**src/rtl/vital_alarm_monitor.sv**
```systemverilog
//==============================================================================
// Module   : vital_alarm_monitor
// Brief    : Checks valid sensor samples against live dataP/dataQ bounds and
//            raises a latched, acknowledgeable alarm after persistent violations.
//            Optional `ALARM_COUNT_EN adds a saturating alarm-entry counter.
// Revision : 1.0 - initial release
//==============================================================================
`default_nettype none

module vital_alarm_monitor #(
  parameter int PERSIST = 3,
  parameter int CLEAR   = 2
) (
  input  logic       clock,
  input  logic       resetN,
  input  logic [6:0] dataP,
  input  logic [6:0] dataQ,
  input  logic       sampleValid,
  input  logic [6:0] sampleData,
  input  logic       ack,
  output logic       alarm,
  output logic       alarmLow,
  output logic       alarmHigh,
  output logic       configError,
  output logic [1:0] state
`ifdef ALARM_COUNT_EN
  ,
  output logic [7:0] alarmCount
`endif
);

  localparam logic [1:0] S_NORMAL  = 2'b00;
  localparam logic [1:0] S_SUSPECT = 2'b01;
  localparam logic [1:0] S_ALARM   = 2'b10;
  localparam logic [1:0] S_HOLD    = 2'b11;

  localparam logic [3:0] C_PERSIST = 4'(PERSIST);
  localparam logic [3:0] C_CLEAR   = 4'(CLEAR);

  logic [1:0] r_state, w_state_nxt;
  logic [3:0] r_bad_cnt, w_bad_nxt;
  logic [3:0] r_good_cnt, w_good_nxt;
  logic       r_alarm, w_alarm_nxt;
  logic       r_low, w_low_nxt;
  logic       r_high, w_high_nxt;
  logic       r_cfg_err;

  logic w_low, w_high, w_oor, w_valid;

  assign w_low   = sampleData < dataP;
  assign w_high  = sampleData > dataQ;
  assign w_oor   = w_low | w_high;
  // A registered config error freezes the whole monitor, ack included.
  assign w_valid = sampleValid & ~r_cfg_err;

  always_ff @(posedge clock or negedge resetN) begin
    if (!resetN) begin
      r_state    <= S_NORMAL;
      r_bad_cnt  <= 4'd0;
      r_good_cnt <= 4'd0;
      r_alarm    <= 1'b0;
      r_low      <= 1'b0;
      r_high     <= 1'b0;
      r_cfg_err  <= 1'b0;
    end else begin
      r_state    <= w_state_nxt;
      r_bad_cnt  <= w_bad_nxt;
      r_good_cnt <= w_good_nxt;
      r_alarm    <= w_alarm_nxt;
      r_low      <= w_low_nxt;
      r_high     <= w_high_nxt;
      r_cfg_err  <= dataP > dataQ;
    end
  end

  always_comb begin
    w_state_nxt = r_state;
    w_bad_nxt   = r_bad_cnt;
    w_good_nxt  = r_good_cnt;
    if (!r_cfg_err) begin
      case (r_state)
        S_NORMAL: begin
          if (w_valid && w_oor) begin
            w_bad_nxt   = 4'd1;
            w_state_nxt = (C_PERSIST == 4'd1) ? S_ALARM : S_SUSPECT;
          end
        end
        S_SUSPECT: begin
          if (w_valid) begin
            if (w_oor) begin
              w_bad_nxt = r_bad_cnt + 4'd1;
              if (r_bad_cnt + 4'd1 == C_PERSIST) w_state_nxt = S_ALARM;
            end else begin
              w_state_nxt = S_NORMAL;
            end
          end
        end
        default: begin
          // ALARM and HOLD share good-sample counting; the ack/auto-clear
          // decision looks at the count after this cycle's sample.
          if (w_valid)
            w_good_nxt = w_oor ? 4'd0 : ((r_good_cnt == 4'hF) ? 4'hF : r_good_cnt + 4'd1);
          if (r_state == S_HOLD || ack)
            w_state_nxt = (w_good_nxt >= C_CLEAR) ? S_NORMAL : S_HOLD;
        end
      endcase
      if (w_state_nxt == S_NORMAL) begin
        w_bad_nxt  = 4'd0;
        w_good_nxt = 4'd0;
      end
    end
  end

  always_comb begin
    w_alarm_nxt = (w_state_nxt == S_ALARM) || (w_state_nxt == S_HOLD);
    w_low_nxt   = r_low;
    w_high_nxt  = r_high;
    if (w_state_nxt == S_NORMAL) begin
      w_low_nxt  = 1'b0;
      w_high_nxt = 1'b0;
    end else if (w_valid && w_oor && (r_state != S_NORMAL || w_state_nxt == S_ALARM)) begin
      w_low_nxt  = w_low;
      w_high_nxt = ~w_low;
    end
  end

  assign alarm       = r_alarm;
  assign alarmLow    = r_low;
  assign alarmHigh   = r_high;
  assign configError = r_cfg_err;
  assign state       = r_state;

`ifdef ALARM_COUNT_EN
  logic [7:0] r_alarm_cnt;
  logic       w_enter;

  assign w_enter = ~r_state[1] && (w_state_nxt == S_ALARM);

  always_ff @(posedge clock or negedge resetN) begin
    if (!resetN)
      r_alarm_cnt <= 8'd0;
    else if (w_enter && r_alarm_cnt != 8'hFF)
      r_alarm_cnt <= r_alarm_cnt + 8'd1;
  end

  assign alarmCount = r_alarm_cnt;
`endif

endmodule

`default_nettype wire

```
**config.mk**
```make
export PLATFORM = sky130hd
export DESIGN_NAME = vital_alarm_monitor
export DESIGN_NICKNAME = d
export VERILOG_FILES = /design/src/rtl/vital_alarm_monitor.sv
export SDC_FILE = /design/constraint.sdc
export NUM_CORES = 1
export LEC_CHECK = 0
export CAP_MARGIN = 0
export CORE_UTILIZATION = 50
export DETAILED_ROUTE_END_ITERATION = 6
export PLACE_DENSITY_LB_ADDON = 0.12
export REMOVE_ABC_BUFFERS = 1
export SYNTH_ARGS = -nofsm -noshare
export SYNTH_HDL_FRONTEND = slang
export SYNTH_SLANG_ARGS = --single-unit
```
**constraint.sdc**
```tcl
create_clock -name clock -period 5.96 [get_ports clock]
set_input_delay 1.49 -clock clock [delete_from_list [all_inputs] [get_ports clock]]
set_output_delay 1.49 -clock clock [all_outputs]
set_load 0.005 [all_outputs]
```
Word-level counts from Yosys, hierarchy flattened
Cells that the tools add are included.
{"block": "classes", "addsub": 2, "order_cmp": 4, "eq_ne": 10, "muxes": 25, "n_bitwise": 4, "reduce_logical": 14}
{"op": "4-bit 2-to-1 mux", "n": 11}
{"op": "2-bit 2-to-1 mux", "n": 8}
{"op": "7-bit greater-than comparator", "n": 2}
{"op": "3-bit != test (second input constant)", "n": 3}
{"op": "4-bit by 1-bit adder with 4-bit output (second input constant)", "n": 2}
{"op": "4-bit one-hot mux with 2 select lines", "n": 1}
{"op": "7-bit < comparator", "n": 1}
{"op": "2-bit equality test (second input constant)", "n": 3}
{"op": "2-bit zero test", "n": 3}
{"op": "5-bit AND reduction", "n": 1}
{"op": "4-bit by 2-bit equality test with 1-bit output (second input constant)", "n": 1}
{"op": "4-bit equality test (second input constant)", "n": 1}
{"op": "4-bit by 2-bit >= comparator with 1-bit output (second input constant)", "n": 1}
{"op": "1-bit 2-to-1 mux", "n": 4}
{"op": "2-bit one-hot mux with 2 select lines", "n": 1}
{"op": "2-bit nonzero test", "n": 2}
{"op": "1-bit logical OR", "n": 3}
{"op": "3-bit nonzero test", "n": 1}
{"op": "2-bit by 1-bit equality test with 1-bit output (second input constant)", "n": 1}
{"op": "1-bit logical AND", "n": 2}
{"op": "2-bit by 1-bit != test with 1-bit output (second input constant)", "n": 1}
{"op": "1-bit NOT", "n": 2}
{"op": "2-bit AND reduction", "n": 1}
{"op": "2-bit OR reduction", "n": 1}
{"op": "other kinds (2)", "n": 2}
{"block": "totals", "reg_bits": 14, "in_bits": 25, "word_cells": 66}

Logic depth before layout (Yosys ltp)
{"block": "depth", "depth_word": 17, "ltp_mapped": 9, "depth_no_buf": 9}

Least setup slack after synthesis
Ideal clock, no wire load.
{"block": "synth_path", "path_kind": "in2reg", "start": "input dataQ[4]", "end": "register r_bad_cnt[3]", "setup_ns": 0.065, "t_arrival_ns": 3.377, "t_required_ns": 5.895, "setup_slack_ns": 2.518, "path_stages": 9, "n_path_buf": 0, "path_cell_list": "inv_1 ha_1 a211oi_2 o21bai_1 o22a_4 o32ai_4 a21oi_2 or4_1 nand2_1"}
{"block": "synth_via", "elab_chain_len": 14}
{"element": "start: declaration", "line": "17", "source": "input logic [6:0] dataQ,"}
{"element": "7-bit greater-than comparator (*)", "line": "51", "source": "assign w_high = sampleData > dataQ;"}
{"element": "1-bit bitwise OR (*)", "line": "52", "source": "assign w_oor = w_low | w_high;"}
{"element": "4-bit 2-to-1 mux", "line": "102", "source": "w_good_nxt = w_oor ? 4'd0 : ((r_good_cnt == 4'hF) ? 4'hF : r_good_cnt + 4'd1);"}
{"element": "4-bit 2-to-1 mux", "line": "101", "source": "if (w_valid)"}
{"element": "4-bit 2-to-1 mux", "line": "81", "source": "case (r_state)"}
{"element": "4-bit 2-to-1 mux", "line": "80", "source": "if (!r_cfg_err) begin"}
{"element": "4-bit by 2-bit >= comparator with 1-bit output", "line": "104", "source": "w_state_nxt = (w_good_nxt >= C_CLEAR) ? S_NORMAL : S_HOLD;"}
{"element": "2-bit 2-to-1 mux", "line": "104"}
{"element": "2-bit 2-to-1 mux", "line": "103", "source": "if (r_state == S_HOLD || ack)"}
{"element": "2-bit one-hot mux with 2 select lines", "line": "81"}
{"element": "2-bit 2-to-1 mux", "line": "80"}
{"element": "2-bit zero test", "line": "107", "source": "if (w_state_nxt == S_NORMAL) begin"}
{"element": "3-bit != test (no source line) / 3-bit nonzero test (equally long branches)"}
{"element": "5-bit AND reduction (no source line)"}
{"element": "end signal: assignment", "line": "67", "source": "r_bad_cnt <= w_bad_nxt;"}
{"element": "end: declaration", "line": "41", "source": "logic [3:0] r_bad_cnt, w_bad_nxt;"}
Mark *: on every way between the ends. The rest lies on a longest branch, timed or not. The select of a mux whose other input is x is not followed.
A chain may end at the register's enable or synchronous reset.

Worst setup path in the final report
{"block": "layout_path", "start": "input dataP[6]", "end": "register r_high, in the netlist alarmHigh"}
{"block": "layout_via", "elab_chain_len": 16}
{"element": "start: declaration", "line": "16", "source": "input logic [6:0] dataP,"}
{"element": "7-bit < comparator (*)", "line": "50", "source": "assign w_low = sampleData < dataP;"}
{"element": "1-bit bitwise OR", "line": "52"}
{"element": "4-bit 2-to-1 mux", "line": "102"}
{"element": "4-bit 2-to-1 mux", "line": "101"}
{"element": "4-bit 2-to-1 mux", "line": "81"}
{"element": "4-bit 2-to-1 mux", "line": "80"}
{"element": "4-bit by 2-bit >= comparator with 1-bit output", "line": "104"}
{"element": "2-bit 2-to-1 mux", "line": "104"}
{"element": "2-bit 2-to-1 mux", "line": "103"}
{"element": "2-bit one-hot mux with 2 select lines", "line": "81"}
{"element": "2-bit 2-to-1 mux (2 in series)", "line": "80"}
{"element": "2-bit equality test", "line": "121", "source": "end else if (w_valid && w_oor && (r_state != S_NORMAL || w_state_nxt == S_ALARM)) begin"}
{"element": "1-bit logical OR", "line": "121"}
{"element": "1-bit logical AND", "line": "121"}
{"element": "2-bit nonzero test (no source line)"}
{"element": "end signal: assignment", "line": "71", "source": "r_high <= w_high_nxt;"}
{"element": "end: declaration", "line": "45", "source": "logic r_high, w_high_nxt;"}
Marked as above.

==> metrics.cfg <==
[clock_network]
cts_root_buf=clkbuf_4
ctsHtreeMaxLevel=1
cts_buffers=3
postCtsSetupRepairBufs=0
clk_pin_slew_worst_paths_ps=80
cts.sinks=14
insertion_delay_ps=290
clock_path_buffers=2
cts_tree=built
ctsHoldBuffers=0
ctsResizeCount=0

[timing]
setup_tns_ps=0
max_freq_mhz=264
setup-violations-final=0
grt_setup_unrepaired=false
maxSlewHeadroom_pct=59.8
hold_violations=0
finClkSkew_ps=4.48
min_period_over_period_pct=63.6
slew_violations=0
worstMarginPinSlew_ps=601
finalCriticalPeriod_ps=3790

[worst_hold_path]
hold_path.class=reg -> reg

[synth]
yosys.area_share.simple_pct=18.7
syn_inst=161
netlist_area_mm2=0.00142
yosys_warnings=0
synth_edf_count=0
postSynthAreaPerCell_um2=8.80
synth-adder-area-share_pct=20.3
synth_top_family_by_area=compound AO/OA/AOI/OAI gates
synth_ff_type=dfrtp_1
ys_async_sr_fraction_pct=100
yosysTopAreaCellShare_pct=24.7
yosysMostFrequentCell=ha_1
synthTopCellsByCount=ha_1 (23), inv_1 (19), dfrtp_1 (14)
synth_compound_area_share_pct=30.2
synth_cell_type_count=44
synth-xor-area-share_pct=0
ys_top_cells_by_area=dfrtp_1 (25%), ha_1 (20%), inv_1 (5.0%), a21oi_1 (3.9%), nor2_1 (2.9%)
synth_seq_cells=14
yosysSeqAreaShare_pct=24.7
synth_mux_area_share_pct=0.707
synth_area_leader_cell=dfrtp_1

[detailed_routing]
postRouteAntennaNets=0
vias=1345
drt_wl_total_um=3350
first_iter_violations=30
viasPerCell=6.03
dr.pass1.iters=4
post_drt_wl_per_cell_um=15.0
drc=0

[grt]
antenna_found_initial=0
grtUsageTotal_pct=24.2
first_global_vias=1395
grt_max_degree=15
grt.overflow.total=0
grt_pass1_wl_um=5730

[status]
outcome=complete, no violations

[layout]
fin_cells=223
finalNetCount=243
syn_to_final_growth_pct=25.2
drive_gt1_share_pct=9.33
insertedDiodeCount=0
final_cell_area_mm2=0.00177

[floorplan]
die_h_um=55.2
die_x_um=55.2
dieArea_mm2=0.00305
ioPinCount=31
core_region_area_mm2=0.00257
initial_core_util_pct=55.2
placementRows=18

[worst_setup_path]
cp-start-kind=input pin
critical_path_class=in -> reg
critPathRequiredTime_ps=6170
end_kind=flip-flop
crit_fanout=8
worst_ep_arrival_time_ps=4000

[pwr]
leakage_nw=0.797
sw_frac_of_total_pct=41.5
powerDensity_mw_per_mm2=253
p_seq_share_pct=36.2
p_clk_share_pct=12.3
peakVddDrop_uv=174
p_int_uw=263
power.switching_uw=186
p_comb_share_pct=51.5

[place]
dp.cells=220
place_hpwl_um=2750
placed_cell_area_mm2=0.00175
portBuffers=30
finalWeightedCongestion=0.899

[run]
drv_cap=0

==> worst paths after layout <==
path / from / endpoint / slack, ps / cells after the start
worst max-delay path: dataP[6] / alarmHigh / 2170 / 10
worst min-delay path: r_bad_cnt[2] / r_bad_cnt[2] / 550 / 1
worst max register to register: configError / r_bad_cnt[3] / 3740 / 7
worst min register to register: r_bad_cnt[2] / r_bad_cnt[2] / 550 / 1
max in group asynchronous: resetN / r_good_cnt[2] / 4000 / 1
min in group asynchronous: resetN / r_bad_cnt[1] / 1570 / 1
==> routing by layer <==
| metal | global-route usage [%] | wire, um |
|---|---|---|
| met2 | 43.0 | 1730 |
| met4 | 20.4 | 158 |
| met1 | 24.3 | 1340 |
| met5 | 0 | 0 |
| met3 | 4.22 | 123 |
==> critical path: stages <==
cell and delay (ps):
clkdlybuf4s50_1 490, inv_1 50, ha_1 300, and3_1 230, a221o_1 340, a31oi_4 300, nor2_1 140, o41ai_2 370
nor2_1 130, a211oi_2 160
==> cell families after synthesis <==
logic type,Yosys count
compound gates,54
fa+ha+maj,23
buf+inv,20
flops,14
mux,1
simple gates,49
==> layout by cell type, fill, tap and decap left out, types with 2 or more instances in the layout <==
master,netlist,final
dfrtp_1,14,14
a22oi_1,3,3
a21oi_1,11,11
a211oi_2,2,2
nor2b_1,6,6
o21ai_0,8,8
clkbuf_4,0,3
nor2_1,11,11
nand3b_1,3,3
o31ai_1,2,2
clkdlybuf4s50_1,0,30
o22ai_1,3,3
inv_1,19,19
a21o_1,3,3
o2bb2ai_1,2,2
o211ai_1,2,2
o21bai_1,2,2
nand2b_1,2,2
nor3_1,5,5
or2_2,3,3
o21ai_1,2,2
and3_1,2,2
nand2_1,7,7
nand4_1,3,3
ha_1,23,23
nand3_1,3,3
==> layout make-up <==
| type | instances | area (um2) |
|---|---|---|
| clock buffer | 3 | 22.5 |
| fill | 203 | 795 |
| inverter | 19 | 71.3 |
| multi-input combinational | 127 | 991 |
| timing repair buffer | 30 | 300 |
| sequential | 14 | 350 |
| tap | 30 | 37.5 |
==> metrics by stage <==
| stage | utilization [%] | power [mW] | hold slack [ps] | setup slack, ps |
|---|---|---|---|---|
| final | 69.1 | 0.449 | 549 | 2170 |
| after detailed placement | 68.2 | 0.394 | 535 | 1880 |
| after CTS | 69.1 | 0.449 | 552 | 2180 |
| after floorplan | - | 0.298 | 493 | 2520 |
| after global placement | 68.2 | 0.384 | 521 | 1930 |
| after global routing | 69.1 | 0.482 | 574 | 2040 |
==> power groups by stage <==
stage | Sequential (mW) | Combinational (mW) | Clock [mW]
2_1_floorplan | 0.155 | 0.143 | 0
3_3_place_gp | 0.163 | 0.221 | 0
3_5_place_dp | 0.164 | 0.230 | 0
4_1_cts | 0.162 | 0.231 | 0.0556
5_1_grt | 0.168 | 0.253 | 0.0607
6_report | 0.163 | 0.231 | 0.0554
==> state kept, by name, indices dropped and copies added (netlist names) <==
register     cells
r_bad_cnt        4
alarm            1
configError      1
alarmHigh        1
state            2
r_good_cnt       4
alarmLow         1
Note: power is estimated with default switching activity, not from simulation.
